## src/rtl/data_port_pkg.sv

```systemverilog
// Shared constants and types for the data-side memory port.
package data_port_pkg;

    typedef enum logic [1:0] {
        DP_IDLE  = 2'd0,
        DP_WRITE = 2'd1,
        DP_READ  = 2'd2
    } dp_state_t;

    localparam logic [3:0]  STRB_WORD = 4'b1111;
    localparam logic [31:0] WORD_MASK = 32'hFFFF_FFFC;

    function automatic logic [31:0] word_align(input logic [31:0] addr);
        return addr & WORD_MASK;
    endfunction

endpackage

```

## src/rtl/data_port_if.sv

```systemverilog
// Pipeline-side and bus-side signal bundles for the data port.
interface data_port_pipe_if;
    logic        MEM_WAIT;
    logic        ERR;
    logic        DATA_RDEN;
    logic [31:0] DATA_RIADDR;
    logic        DATA_RVALID;
    logic [31:0] DATA_ROADDR;
    logic [31:0] DATA_RDATA;
    logic        DATA_WREN;
    logic [31:0] DATA_WADDR;
    logic [3:0]  DATA_WSTRB;
    logic [31:0] DATA_WDATA;

    // pipeline side issues requests
    modport master (
        output DATA_RDEN, DATA_RIADDR, DATA_WREN, DATA_WADDR, DATA_WSTRB, DATA_WDATA,
        input  MEM_WAIT, ERR, DATA_RVALID, DATA_ROADDR, DATA_RDATA
    );

    // data port serves them
    modport slave (
        input  DATA_RDEN, DATA_RIADDR, DATA_WREN, DATA_WADDR, DATA_WSTRB, DATA_WDATA,
        output MEM_WAIT, ERR, DATA_RVALID, DATA_ROADDR, DATA_RDATA
    );
endinterface

interface data_port_bus_if;
    logic        BUS_REQ;
    logic        BUS_WE;
    logic [31:0] BUS_ADDR;
    logic [3:0]  BUS_STRB;
    logic [31:0] BUS_WDATA;
    logic        BUS_ACK;
    logic [31:0] BUS_RDATA;

    // data port drives the memory bus
    modport master (
        output BUS_REQ, BUS_WE, BUS_ADDR, BUS_STRB, BUS_WDATA,
        input  BUS_ACK, BUS_RDATA
    );

    // memory / MMU answers
    modport slave (
        input  BUS_REQ, BUS_WE, BUS_ADDR, BUS_STRB, BUS_WDATA,
        output BUS_ACK, BUS_RDATA
    );
endinterface

```

## src/rtl/dp_timeout.sv

```systemverilog
// Bus-wait watchdog: counts stalled cycles and flags the one that reaches TIMEOUT.
module dp_timeout #(
    parameter int unsigned TIMEOUT = 255,
    parameter int unsigned TO_W    = 8
) (
    input  logic clk,
    input  logic rst,
    input  logic clr,
    input  logic en,
    output logic expire
);

    localparam logic [TO_W-1:0] LAST = TO_W'(TIMEOUT - 1);

    logic [TO_W-1:0] count;

    // cycle counter; clear has priority over counting
    always_ff @(posedge clk) begin
        if (rst) begin
            count <= '0;
        end else if (clr) begin
            count <= '0;
        end else if (en) begin
            count <= count + TO_W'(1);
        end
    end

    // this waiting cycle is the TIMEOUT-th one without acknowledge
    assign expire = en && (count == LAST);

endmodule

```

## src/rtl/data_port.sv

```systemverilog
// Data-side memory responder: serialises pipeline reads/writes onto a
// single request/acknowledge bus and stalls the pipeline meanwhile.
module data_port
    import data_port_pkg::*;
#(
    parameter int unsigned TIMEOUT = 255,
    parameter int unsigned TO_W    = 8
) (
    input logic             CLK,
    input logic             RST,
    data_port_pipe_if.slave pipe,
    data_port_bus_if.master bus
);

    dp_state_t   state, state_next;

    logic        pend, pend_d;
    logic [31:0] pend_addr, pend_addr_d;
    logic [31:0] rd_addr, rd_addr_d;

    logic        mem_wait_d, err_d, rvalid_d;
    logic [31:0] roaddr_d, rdata_d;
    logic        req_d, we_d;
    logic [31:0] addr_d, wdata_d;
    logic [3:0]  strb_d;

    logic        busy, expire, done, to_clr, to_en;

    assign busy   = (state != DP_IDLE);
    assign to_en  = busy && !bus.BUS_ACK;
    assign done   = busy && (bus.BUS_ACK || expire);
    // idle or finishing: next op always starts from a zero count
    assign to_clr = !busy || done;

    dp_timeout #(
        .TIMEOUT (TIMEOUT),
        .TO_W    (TO_W)
    ) u_timeout (
        .clk    (CLK),
        .rst    (RST),
        .clr    (to_clr),
        .en     (to_en),
        .expire (expire)
    );

    // state register
    always_ff @(posedge CLK) begin
        if (RST) begin
            state <= DP_IDLE;
        end else begin
            state <= state_next;
        end
    end

    // next-state: write goes first when both arrive; a pending read follows it
    always_comb begin
        state_next = state;
        case (state)
            DP_IDLE: begin
                if (pipe.DATA_WREN) begin
                    state_next = DP_WRITE;
                end else if (pipe.DATA_RDEN) begin
                    state_next = DP_READ;
                end
            end
            DP_WRITE: begin
                if (done) begin
                    state_next = pend ? DP_READ : DP_IDLE;
                end
            end
            DP_READ: begin
                if (done) begin
                    state_next = DP_IDLE;
                end
            end
            default: state_next = DP_IDLE;
        endcase
    end

    // output decode: computes next values of every registered output; holds by default
    always_comb begin
        mem_wait_d  = pipe.MEM_WAIT;
        err_d       = 1'b0;
        rvalid_d    = 1'b0;
        roaddr_d    = pipe.DATA_ROADDR;
        rdata_d     = pipe.DATA_RDATA;
        req_d       = bus.BUS_REQ;
        we_d        = bus.BUS_WE;
        addr_d      = bus.BUS_ADDR;
        strb_d      = bus.BUS_STRB;
        wdata_d     = bus.BUS_WDATA;
        pend_d      = pend;
        pend_addr_d = pend_addr;
        rd_addr_d   = rd_addr;
        case (state)
            DP_IDLE: begin
                if (pipe.DATA_WREN) begin
                    req_d       = 1'b1;
                    we_d        = 1'b1;
                    addr_d      = word_align(pipe.DATA_WADDR);
                    strb_d      = pipe.DATA_WSTRB;
                    wdata_d     = pipe.DATA_WDATA;
                    mem_wait_d  = 1'b1;
                    pend_d      = pipe.DATA_RDEN;
                    pend_addr_d = pipe.DATA_RIADDR;
                end else if (pipe.DATA_RDEN) begin
                    req_d      = 1'b1;
                    we_d       = 1'b0;
                    addr_d     = word_align(pipe.DATA_RIADDR);
                    strb_d     = STRB_WORD;
                    rd_addr_d  = pipe.DATA_RIADDR;
                    mem_wait_d = 1'b1;
                end
            end
            DP_WRITE: begin
                if (done) begin
                    err_d = !bus.BUS_ACK;
                    if (pend) begin
                        // REQ stays high: the pending read is loaded straight onto the bus
                        we_d      = 1'b0;
                        addr_d    = word_align(pend_addr);
                        strb_d    = STRB_WORD;
                        rd_addr_d = pend_addr;
                        pend_d    = 1'b0;
                    end else begin
                        req_d      = 1'b0;
                        mem_wait_d = 1'b0;
                    end
                end
            end
            DP_READ: begin
                if (done) begin
                    err_d      = !bus.BUS_ACK;
                    rvalid_d   = 1'b1;
                    roaddr_d   = rd_addr;
                    rdata_d    = bus.BUS_ACK ? bus.BUS_RDATA : '0;
                    req_d      = 1'b0;
                    mem_wait_d = 1'b0;
                end
            end
            default: begin
                req_d      = 1'b0;
                mem_wait_d = 1'b0;
            end
        endcase
    end

    // output and bookkeeping registers
    always_ff @(posedge CLK) begin
        if (RST) begin
            pipe.MEM_WAIT    <= 1'b0;
            pipe.ERR         <= 1'b0;
            pipe.DATA_RVALID <= 1'b0;
            pipe.DATA_ROADDR <= '0;
            pipe.DATA_RDATA  <= '0;
            bus.BUS_REQ      <= 1'b0;
            bus.BUS_WE       <= 1'b0;
            bus.BUS_ADDR     <= '0;
            bus.BUS_STRB     <= '0;
            bus.BUS_WDATA    <= '0;
            pend             <= 1'b0;
            pend_addr        <= '0;
            rd_addr          <= '0;
        end else begin
            pipe.MEM_WAIT    <= mem_wait_d;
            pipe.ERR         <= err_d;
            pipe.DATA_RVALID <= rvalid_d;
            pipe.DATA_ROADDR <= roaddr_d;
            pipe.DATA_RDATA  <= rdata_d;
            bus.BUS_REQ      <= req_d;
            bus.BUS_WE       <= we_d;
            bus.BUS_ADDR     <= addr_d;
            bus.BUS_STRB     <= strb_d;
            bus.BUS_WDATA    <= wdata_d;
            pend             <= pend_d;
            pend_addr        <= pend_addr_d;
            rd_addr          <= rd_addr_d;
        end
    end

endmodule

```

## src/flat_wrapper.sv

```systemverilog
// flat-port wrapper written by rule: the top's interface ports become plain ports
module data_port_flat import data_port_pkg::*;
#(
    parameter int unsigned TIMEOUT = 255,
    parameter int unsigned TO_W    = 8
)
  (CLK, RST, pipe_DATA_RDEN, pipe_DATA_RIADDR, pipe_DATA_WREN, pipe_DATA_WADDR, pipe_DATA_WSTRB, pipe_DATA_WDATA, pipe_MEM_WAIT, pipe_ERR, pipe_DATA_RVALID, pipe_DATA_ROADDR, pipe_DATA_RDATA, bus_BUS_REQ, bus_BUS_WE, bus_BUS_ADDR, bus_BUS_STRB, bus_BUS_WDATA, bus_BUS_ACK, bus_BUS_RDATA);
  data_port_pipe_if pipe_i ();
  data_port_bus_if bus_i ();
  input logic CLK;
  input logic RST;
  input wire logic [$bits(pipe_i.DATA_RDEN)-1:0] pipe_DATA_RDEN;
  input wire logic [$bits(pipe_i.DATA_RIADDR)-1:0] pipe_DATA_RIADDR;
  input wire logic [$bits(pipe_i.DATA_WREN)-1:0] pipe_DATA_WREN;
  input wire logic [$bits(pipe_i.DATA_WADDR)-1:0] pipe_DATA_WADDR;
  input wire logic [$bits(pipe_i.DATA_WSTRB)-1:0] pipe_DATA_WSTRB;
  input wire logic [$bits(pipe_i.DATA_WDATA)-1:0] pipe_DATA_WDATA;
  output wire logic [$bits(pipe_i.MEM_WAIT)-1:0] pipe_MEM_WAIT;
  output wire logic [$bits(pipe_i.ERR)-1:0] pipe_ERR;
  output wire logic [$bits(pipe_i.DATA_RVALID)-1:0] pipe_DATA_RVALID;
  output wire logic [$bits(pipe_i.DATA_ROADDR)-1:0] pipe_DATA_ROADDR;
  output wire logic [$bits(pipe_i.DATA_RDATA)-1:0] pipe_DATA_RDATA;
  output wire logic [$bits(bus_i.BUS_REQ)-1:0] bus_BUS_REQ;
  output wire logic [$bits(bus_i.BUS_WE)-1:0] bus_BUS_WE;
  output wire logic [$bits(bus_i.BUS_ADDR)-1:0] bus_BUS_ADDR;
  output wire logic [$bits(bus_i.BUS_STRB)-1:0] bus_BUS_STRB;
  output wire logic [$bits(bus_i.BUS_WDATA)-1:0] bus_BUS_WDATA;
  input wire logic [$bits(bus_i.BUS_ACK)-1:0] bus_BUS_ACK;
  input wire logic [$bits(bus_i.BUS_RDATA)-1:0] bus_BUS_RDATA;
  assign pipe_i.DATA_RDEN = pipe_DATA_RDEN;
  assign pipe_i.DATA_RIADDR = pipe_DATA_RIADDR;
  assign pipe_i.DATA_WREN = pipe_DATA_WREN;
  assign pipe_i.DATA_WADDR = pipe_DATA_WADDR;
  assign pipe_i.DATA_WSTRB = pipe_DATA_WSTRB;
  assign pipe_i.DATA_WDATA = pipe_DATA_WDATA;
  assign pipe_MEM_WAIT = pipe_i.MEM_WAIT;
  assign pipe_ERR = pipe_i.ERR;
  assign pipe_DATA_RVALID = pipe_i.DATA_RVALID;
  assign pipe_DATA_ROADDR = pipe_i.DATA_ROADDR;
  assign pipe_DATA_RDATA = pipe_i.DATA_RDATA;
  assign bus_BUS_REQ = bus_i.BUS_REQ;
  assign bus_BUS_WE = bus_i.BUS_WE;
  assign bus_BUS_ADDR = bus_i.BUS_ADDR;
  assign bus_BUS_STRB = bus_i.BUS_STRB;
  assign bus_BUS_WDATA = bus_i.BUS_WDATA;
  assign bus_i.BUS_ACK = bus_BUS_ACK;
  assign bus_i.BUS_RDATA = bus_BUS_RDATA;
  data_port #(.TIMEOUT(TIMEOUT), .TO_W(TO_W)) u_core (.CLK(CLK), .RST(RST), .pipe(pipe_i), .bus(bus_i));
endmodule
```

## config.mk

```make
export PLATFORM = sky130hd
export DESIGN_NAME = data_port_flat
export DESIGN_NICKNAME = d
export VERILOG_FILES = /design/src/rtl/data_port_pkg.sv /design/src/rtl/data_port_if.sv /design/src/rtl/dp_timeout.sv /design/src/rtl/data_port.sv /design/src/flat_wrapper.sv
export SDC_FILE = /design/constraint.sdc
export NUM_CORES = 1
export LEC_CHECK = 0
export BUFFER_PORTS_ARGS = -buffer_cell sky130_fd_sc_hd__buf_2
export CORE_ASPECT_RATIO = 1.4
export CORE_UTILIZATION = 42
export CTS_BUF_LIST = sky130_fd_sc_hd__clkbuf_4
export CTS_CLUSTER_DIAMETER = 60
export DETAILED_ROUTE_END_ITERATION = 10
export PLACE_DENSITY = 0.73
export SYNTH_ARGS = -nofsm -noshare
export SYNTH_HDL_FRONTEND = slang
export SYNTH_SLANG_ARGS = --single-unit
```

## constraint.sdc

```tcl
create_clock -name CLK -period 5.2 [get_ports CLK]
set_input_delay 0.78 -clock CLK [delete_from_list [all_inputs] [get_ports CLK]]
set_output_delay 0.78 -clock CLK [all_outputs]
set_load 0.02 [all_outputs]
```

After elaboration in Yosys (flattened, before gate mapping)

Cells that the tools add are included.

Reductions and logical operators: 21
$add $sub $neg: 1
Mux-type cells: 36
Bitwise gates (word level): 3
Equal/unequal tests: 11

Operators by type and width:

| operator                                                                | number |
|---|---|
| 32-bit two-way mux                                                      | 9 |
| 32-bit case mux with 2 select lines                                     | 2 |
| 4-bit two-way mux                                                       | 4 |
| 1-bit two-way mux                                                       | 11 |
| 2-bit two-way mux                                                       | 5 |
| 8-bit by 1-bit adder with 8-bit output, second input constant           | 1 |
| 8-bit equality test, second input constant                              | 1 |
| 2-bit inequality test, second input constant                            | 4 |
| 4-bit case mux with 2 select lines                                      | 1 |
| 4-bit AND reduction                                                     | 2 |
| 2-bit by 1-bit inequality test with 1-bit output, second input constant | 3 |
| 2-bit case mux with 3 select lines                                      | 1 |
| 3-bit AND reduction                                                     | 2 |
| 2-bit OR reduction                                                      | 3 |
| 5-bit AND reduction                                                     | 1 |
| 1-bit case mux with 2 select lines                                      | 2 |
| 2-bit AND reduction                                                     | 2 |
| 2-bit nonzero test                                                      | 2 |
| 1-bit logical AND                                                       | 3 |
| 3-bit inequality test, second input constant                            | 1 |
| 1-bit inverter                                                          | 3 |
| 1-bit case mux with 3 select lines                                      | 1 |
| 3-bit OR reduction                                                      | 1 |
| 2-bit by 1-bit equality test with 1-bit output, second input constant   | 1 |
| 4 further kinds                                                         | 6 |

Input port bits: 137
Word-level logic and storage cells: 86
Register bits: 211
Output and inout port bits: 137

Longest topological paths before layout

Gate-level depths: netlist (run 1).

Word-level depth: 7
Mapped depth: 9
Depth with buffers taken out: 6

Cells and area by module

From an unflattened synthesis (run 1), not the netlist that was laid out.

Cells, all modules: 988
Area, all modules: 8749.6 um^2

Modules (own cells, without submodules):

| module     | cells an instance | instances | seq. area each (um^2) | area an instance (um^2) |
|---|---|---|---|---|
| data_port  | 946               | 1         | 4023.9                | 8371.8 |
| dp_timeout | 42                | 1         | 160.2                 | 377.9 |

Worst setup path before layout (run 1)

Ideal clock, no wire load.

Kind: input port to flip-flop
Start point: input port pipe_DATA_WREN
End point: register u_core.bus.BUS_ADDR[11]
Slack: 3275 ps
Cell stages on the path: 7
Arrival: 1855 ps
Required time: 5130 ps
Setup time: 70 ps
Path buffers: 3
Cells stage by stage: buf_2 -> nor2_1 -> or2_2 -> clkbuf_1 -> clkbuf_1 -> o211ai_1 -> a21oi_1

Longest elaborated chain between the ends: 2
Elaborated cells between the ends (all ways): 4
Classes of those cells: eq/ne (1); mux (2); reduce/logical (1)

Ends and longest elaborated chain:

| element                                                                                     | RTL line           | text |
|---|---|---|
| from (decl)                                                                                 | flat_wrapper.sv:14 | `input wire logic [$bits(pipe_i.DATA_WREN)-1:0] pipe_DATA_WREN;` |
| 3-bit inequality test (no line) / 32-bit two-way mux (equally long branches)                | --                 |  |
| 4-bit AND reduction (no line) / 32-bit case mux with 2 select lines (equally long branches) | --                 |  |
| to (signal assigned)                                                                        | data_port.sv:172   | `bus.BUS_ADDR <= addr_d;` |
| to (decl)                                                                                   | data_port_if.sv:39 | `output BUS_REQ, BUS_WE, BUS_ADDR, BUS_STRB, BUS_WDATA,` |

Parallel ways exist; a longest one is shown, timed or not.
A chain may end at the register's enable or synchronous reset.

Worst setup path in the final report (run 1)

Start point: register u_core.state[0]
End point: register u_core.rd_addr[31]

Longest elaborated chain between the ends: 7
Elaborated cells between the ends (all ways): 14
Classes of those cells: eq/ne (5); mux (1); reduce/logical (8)

Ends and longest elaborated chain:

| element                                                    | RTL line         | text |
|---|---|---|
| from (decl)                                                | data_port.sv:15  | `dp_state_t state, state_next;` |
| from (signal assigned)                                     | data_port.sv:51  | `state <= state_next;` |
| 2-bit nonzero test                                         | data_port.sv:29  | `assign busy = (state != DP_IDLE);` |
| 1-bit logical AND                                          | data_port.sv:30  | `assign to_en = busy && !bus.BUS_ACK;` |
| 1-bit logical AND                                          | dp_timeout.sv:29 | `assign expire = en && (count == LAST);` |
| 1-bit logical OR                                           | data_port.sv:31  | `assign done = busy && (bus.BUS_ACK \|\| expire);` |
| 1-bit logical AND                                          | data_port.sv:31  |  |
| 2-bit by 1-bit inequality test with 1-bit output (no line) | --               |  |
| 5-bit AND reduction (no line)                              | --               |  |
| to (signal assigned)                                       | data_port.sv:177 | `rd_addr <= rd_addr_d;` |
| to (decl)                                                  | data_port.sv:19  | `logic [31:0] rd_addr, rd_addr_d;` |

Parallel ways exist; a longest one is shown, timed or not.

==> impl_metrics.json, run 1 <==
{
  "place_hpwl_microns": 15400,
  "fmax_mhz": 372,
  "ys_types": 40,
  "ys_ff_latch": 209,
  "hold_viol": 0,
  "maxCapViolations": 0,
  "routed_via_density": 5.19,
  "synth_area_sq_um": 8610,
  "synthToLayoutAreaGrowth_pct": 24.3,
  "rows": 61,
  "fp.coreArea_sq_um": 20000,
  "grt-ovfl-total": 0,
  "place.gp.congestion": 0.786,
  "worst_pin_slew_ps": 1070,
  "synth.area.top_cells": "dfxtp_1, mux2i_1, nand2_1",
  "pin_count": 274,
  "cts_buffers": 52,
  "period_needed_ps": 2680,
  "max-slew-margin-rel": 0.289,
  "synth_ff_type": "dfxtp_1",
  "die_width_microns": 123,
  "cp-end-kind": "flip-flop",
  "syn_inst": 980,
  "wl_per_cell_microns": 15.4,
  "grt_max_degree": 93,
  "drc": 0,
  "cp-start-kind": "flip-flop",
  "crit_fanout": 18,
  "grt_setup_unrepaired": "false",
  "crit_required_ps": 5700,
  "clock-sinks": 209,
  "routed_wl_microns": 23400,
  "grt_pass1_vias": 7363,
  "synth_area_per_cell_sq_um": 8.78,
  "critPathLaunch": "u_core.state[0]",
  "whs_ps": 353,
  "final_cell_mix": "buf_2, nand2_1, dfxtp_1",
  "holdCritStartpoint": "pipe_DATA_WDATA[12]",
  "post_cts_buffers": 0,
  "path_class": "flip-flop to flip-flop",
  "arrival_ps": 3190,
  "tns_ps": 0,
  "yosys.area.top_type": "dfxtp_1",
  "cts-root-buf": "clkbuf_4",
  "nNetsFinal": 1374,
  "io_buffer_count": 269,
  "vias": 7862,
  "layout_commonest_cell": "buf_2",
  "start_util": 0.430,
  "outcome": "finished, final reports clean",
  "postRouteAntennaNets": 0,
  "fp.dieArea_sq_um": 21100,
  "p_per_area_nw_per_um2": 455,
  "synth_top_area_frac": 0.486,
  "power_leakage_nw": 5.15,
  "gr-usage-all-layers": 0.217,
  "yosysSeqAreaShare": 0.486,
  "final_layout_size_suffix_gt1_frac": 0.296,
  "antenna_found_initial": 2,
  "skew_ps": 41.2,
  "ir_drop_uv": 210,
  "clockBufferDepth": 3,
  "r2r-start": "u_core.state[0]",
  "ctsHoldBuffers": 0,
  "hp-class": "input port to flip-flop",
  "fin_crit_sh": 0.516,
  "synth-edff-count": 0,
  "cts_resized": 0,
  "htreeDepth": 2,
  "path_clk_slew_ps": 70,
  "postSynth.asyncResetShare": 0,
  "drt_first_pass_iters": 5,
  "drtIter0Drc": 379,
  "cts_tree": "built",
  "fp.dieH_microns": 171,
  "drv_slew": 0,
  "grt_pass1_wl_microns": 36000,
  "clock_latency_ps": 660,
  "finalSetupViolCount": 0,
  "yosysWarnings": 0
}
[path summary, 6_finish.rpt]
check | to | slack [ps] | cells past startpoint
worst max-delay path | u_core.rd_addr[31] | 2520 | 7
worst min-delay path | u_core.bus.BUS_WDATA[12] | 350 | 3
worst max register to register | u_core.rd_addr[31] | 2520 | 7
worst min register to register | u_core.bus.BUS_WDATA[22] | 450 | 2
[synthesized netlist by cell type (all sizes together) (4+ instances only)]
library cell	number
nand2b	34
nor2	17
a21o	30
ha	5
inv	6
nand4	4
dfxtp	209
a21oi	97
buf	29
o211ai	32
xor2	4
mux2i	95
clkbuf	55
nor3	12
nand2	231
o21ai	65
a22o	32
[where the power goes]
part | switching (W) | leakage [nW] | internal (W)
combinational | 0.000991 | 3.06 | 0.000514
clock | 0.000632 | 0.386 | 0.000770
sequential | 0.000116 | 1.70 | 0.00185
total | 0.00174 | 5.15 | 0.00313
[metrics by stage]
step	instance area, sq um	std cells	utilization	worst slack, ps	power, W
after CTS	10700	1512	0.535	2460	0.00493
final	10700	1514	0.535	2520	0.00487
after global routing	10700	1513	0.535	2330	0.00518
after floorplan	8610	981	-	3270	0.00304
after global placement	10000	1430	0.502	2040	0.00348
after detailed placement	10000	1430	0.502	2040	0.00351
[routing by layer]
metal	global-route usage	wire length [microns]	vias up
met3	0.0511	1390	53
li1	-	-	3895
met4	0.105	770	0
met5	0	0	-
met2	0.384	12000	288
met1	0.243	9230	3626
[flip-flops by register name, summed over array words and instances (netlist names), 2 cells and up]
signal                   cells
u_core.bus.BUS_WDATA        32
u_core.pend_addr            32
u_core.pipe.DATA_RDATA      32
u_core.pipe.DATA_ROADDR     32
u_core.rd_addr              32
u_core.bus.BUS_ADDR         30
u_core.u_timeout.count       8
u_core.bus.BUS_STRB          4
u_core.state                 2
[worst max-delay path, stage by stage, from the launching register on]
cell      delay (ps)
dfxtp_1          360
inv_1             70
ha_1             370
nand3b_1         290
nor3_4           640
nor2_4           290
buf_4            330
mux2i_1          150
[cells by family after synthesis]
family,after synthesis,synth area share
AOI/OAI and AO/OA,261,0.186
xor gates and xnor gates,6,0.00611
adders and majority gates,5,0.00727
buffers and inverters,90,0.0441
DFF,209,0.486
muxes,97,0.113
other,1,0.000436
and+or+nand+nor,311,0.157
[area by class of cell]
cell class / instances / area (sq um)
Fill cell: 1888 / 9300
Sequential cell: 209 / 4180
Multi-Input combinational cell: 682 / 4080
Timing Repair Buffer: 281 / 1440
Clock buffer: 71 / 533
Tap cell: 252 / 315
Clock inverter: 11 / 123
Inverter: 6 / 22.5
Antenna cell: 2 / 5.00
Power figures use the tool's default switching activity.
==> run 2, diff against run 1 <==
--- a/config.mk
+++ b/config.mk
@@ -5,13 +5,14 @@
 export SDC_FILE = /design/constraint.sdc
 export NUM_CORES = 1
 export LEC_CHECK = 0
+export ABC_AREA = 1
 export BUFFER_PORTS_ARGS = -buffer_cell sky130_fd_sc_hd__buf_2
 export CORE_ASPECT_RATIO = 1.4
 export CORE_UTILIZATION = 42
 export CTS_BUF_LIST = sky130_fd_sc_hd__clkbuf_4
 export CTS_CLUSTER_DIAMETER = 60
 export DETAILED_ROUTE_END_ITERATION = 10
-export PLACE_DENSITY = 0.73
+export PLACE_DENSITY = 0.75
 export SYNTH_ARGS = -nofsm -noshare
 export SYNTH_HDL_FRONTEND = slang
 export SYNTH_SLANG_ARGS = --single-unit
==> constraint.sdc (replaced) <==
create_clock -name CLK -period 2.24 [get_ports CLK]
set_input_delay 0.336 -clock CLK [delete_from_list [all_inputs] [get_ports CLK]]
set_output_delay 0.336 -clock CLK [all_outputs]
set_load 0.02 [all_outputs]
==> run 2 against run 1 <==
Area after synthesis grew 2.1%. First-iteration DRC count grew 59%. Non-clock buffer count grew 117. Power grew to 2.8 times the previous value. Sequential power grew to 2.6 times the previous value. Worst setup slack lost 2400 ps. Routed wire length grew 18%. Count of clock-buffer cells in the layout grew 9. Via count grew 20%. Synthesized cell count grew 25%. Fmax grew 28%. Clock power grew 130%. Critical path type unchanged. Critical endpoint is now u_core.bus.BUS_ADDR[18].
==> impl_metrics.json, run 2 <==
{
  "outcome": "finished, final reports clean",
  "path_class": "flip-flop to flip-flop",
  "place_hpwl_microns": 16700,
  "clock-sinks": 209,
  "regArea_sq_um": 4180,
  "p_seq_frac": 0.374,
  "synthToLayoutAreaGrowth_pct": 37.1,
  "clockBufferDepth": 3,
  "drc": 0,
  "synth_ff_type": "dfxtp_1",
  "hp-class": "input port to flip-flop",
  "yosys.area.top_type": "dfxtp_1",
  "postSynth.asyncResetShare": 0,
  "final_layout_size_suffix_gt1_frac": 0.246,
  "die_width_microns": 124,
  "path_clk_slew_ps": 70,
  "synth.area.top_cells": "dfxtp_1, o21ai_0, nor2_1",
  "cp-end-kind": "flip-flop",
  "post_cts_buffers": 0,
  "comb_power_share": 0.396,
  "skew_ps": 48.3,
  "synth_most_common_cell": "nor2_1",
  "io_buffer_count": 269,
  "tns_ps": 0,
  "p_total_w": 0.0138,
  "cts-root-buf": "clkbuf_4",
  "synth_area_per_cell_sq_um": 7.19,
  "ir_drop_uv": 680,
  "synth_area_sq_um": 8780,
  "synth-edff-count": 0,
  "synth_top_area_frac": 0.476,
  "cts_tree": "built",
  "arrival_ps": 2630,
  "final_cell_mix": "buf_2, nor2_1, dfxtp_1",
  "crit_required_ps": 2770,
  "grt_pass1_wl_microns": 44200,
  "pin_count": 274,
  "dpl-instance-area_sq_um": 10300,
  "grt_pass1_vias": 8999,
  "clock_latency_ps": 680,
  "crit_fanout": 21,
  "cts_buffers": 52,
  "r2r-start": "u_core.state[0]",
  "p_clk_frac": 0.230,
  "holdCritStartpoint": "pipe_DATA_WREN",
  "switching_share": 0.407,
  "final_area_sq_um": 12000,
  "p_int_w": 0.00818,
  "p_sw_w": 0.00561,
  "antenna_found_initial": 3,
  "grt_setup_unrepaired": "false",
  "maxCapViolations": 0,
  "syn_inst": 1222,
  "ys_types": 34,
  "start_util": 0.429,
  "whs_ps": 93.3,
  "cp-start-kind": "flip-flop",
  "wl_per_cell_microns": 14.5,
  "fin_crit_sh": 0.937,
  "power_leakage_nw": 6.00,
  "period_needed_ps": 2100,
  "vias": 9471,
  "nNetsFinal": 1730,
  "drt_first_pass_iters": 5,
  "htreeDepth": 2,
  "grt_max_degree": 96,
  "routed_wl_microns": 27500,
  "rows": 62,
  "postRouteAntennaNets": 0,
  "routed_via_density": 5.02,
  "gr-usage-all-layers": 0.248,
  "fp.dieArea_sq_um": 21500,
  "drv_slew": 0,
  "fp.coreArea_sq_um": 20500,
  "drtIter0Drc": 601,
  "fp.dieH_microns": 173,
  "finalSetupViolCount": 0,
  "hold_viol": 0,
  "synth_commonest_cells": "nor2_1, dfxtp_1, o21ai_0",
  "critPathLaunch": "u_core.state[0]",
  "layout_commonest_cell": "buf_2",
  "ys_ff_latch": 209,
  "grt-ovfl-total": 0,
  "fmax_mhz": 476,
  "nFillCells": 1881,
  "yosysWarnings": 0,
  "multiInputGateArea_sq_um": 3790,
  "place.gp.congestion": 0.883,
  "p_per_area_nw_per_um2": 1140,
  "yosysSeqAreaShare": 0.476
}
==> run 2: cell types whose count changed after synthesis, sizes merged, moves of 39 or more <==
cell / before / now
a21oi: 97 / 43
inv: 6 / 116
mux2i: 95 / 2
nand2: 231 / 183
nand3: 2 / 41
nor2: 17 / 240
o21ai: 65 / 222
==> run 2: power by group through the flow <==
| stage | combinational, W | clock (W) | sequential (W) |
|---|---|---|---|
| after floorplan | 0.00307 | 0 | 0.00574 |
| after global placement | 0.00508 | 0 | 0.00518 |
| after detailed placement | 0.00516 | 0 | 0.00522 |
| after CTS | 0.00533 | 0.00328 | 0.00515 |
| after global routing | 0.00604 | 0.00347 | 0.00527 |
| final | 0.00546 | 0.00317 | 0.00516 |
==> run 2: layer usage <==
metal	global-route usage	vias to the layer above	wire, microns
li1	-	4700	-
met3	0.0483	98	1610
met1	0.300	4297	11400
met2	0.409	376	13200
met5	0	-	0
met4	0.144	0	1280
==> run 2: kinds of logic (layout without fill, tap and decap cells) <==
| group | count (synthesis) | in the layout | share of synthesized area |
|---|---|---|---|
| and+or+nand+nor | 501 | 502 | 0.237 |
| adders and majority gates | 5 | 5 | 0.00712 |
| DFF | 209 | 209 | 0.476 |
| xor gates and xnor gates | 2 | 2 | 0.00199 |
| other | 1 | 5 | 0.000427 |
| AOI/OAI and AO/OA | 297 | 297 | 0.179 |
| muxes | 2 | 2 | 0.00228 |
| buffers and inverters | 205 | 610 | 0.0962 |
==> run 2: through the flow <==
step | instances | utilization | worst slack, ps
after floorplan | 1223 | - | 498
after global placement | 1686 | 0.504 | 215
after detailed placement | 1686 | 0.504 | 167
after CTS | 1884 | 0.586 | 74.5
after global routing | 1888 | 0.588 | 1.81
final | 1888 | 0.588 | 141
==> run 2: repair_timing <==
item / 4_1_cts / 5_1_grt
hold buffers: 103 / 0
resized for setup: 0 / 3
setup endpoints to repair: 0 / 27
endpoints found under the hold margin: 106 / 0
==> run 2: area by class of cell <==
cell class	instances	share of cell area
multi-input cells	810	0.314
well taps	256	0.0266
inverters	117	0.0369
clock inverters	15	0.00540
clock buffers	80	0.0499
diodes	3	0.000623
repair buffers	398	0.219
flip-flops and latches	209	0.347
==> run 2: critical path, cell delays in order (launching register included) <==
cell,delay [ps]
dfxtp_1,360
inv_1,70
ha_1,230
buf_4,170
inv_2,100
nor2_2,50
inv_2,70
nor2_2,40
inv_2,50
o21a_2,220
buf_4,310
nand4_1,130
nand2_1,80
nor2_1,50
==> run 2: path summary, 6_finish.rpt <==
path / end / slack, ps / cells after the start
max: u_core.bus.BUS_ADDR[18] / 140 / 13
min: u_core.pend / 90 / 3
max reg2reg: u_core.bus.BUS_ADDR[18] / 140 / 13
min reg2reg: u_core.bus.BUS_STRB[0] / 450 / 2
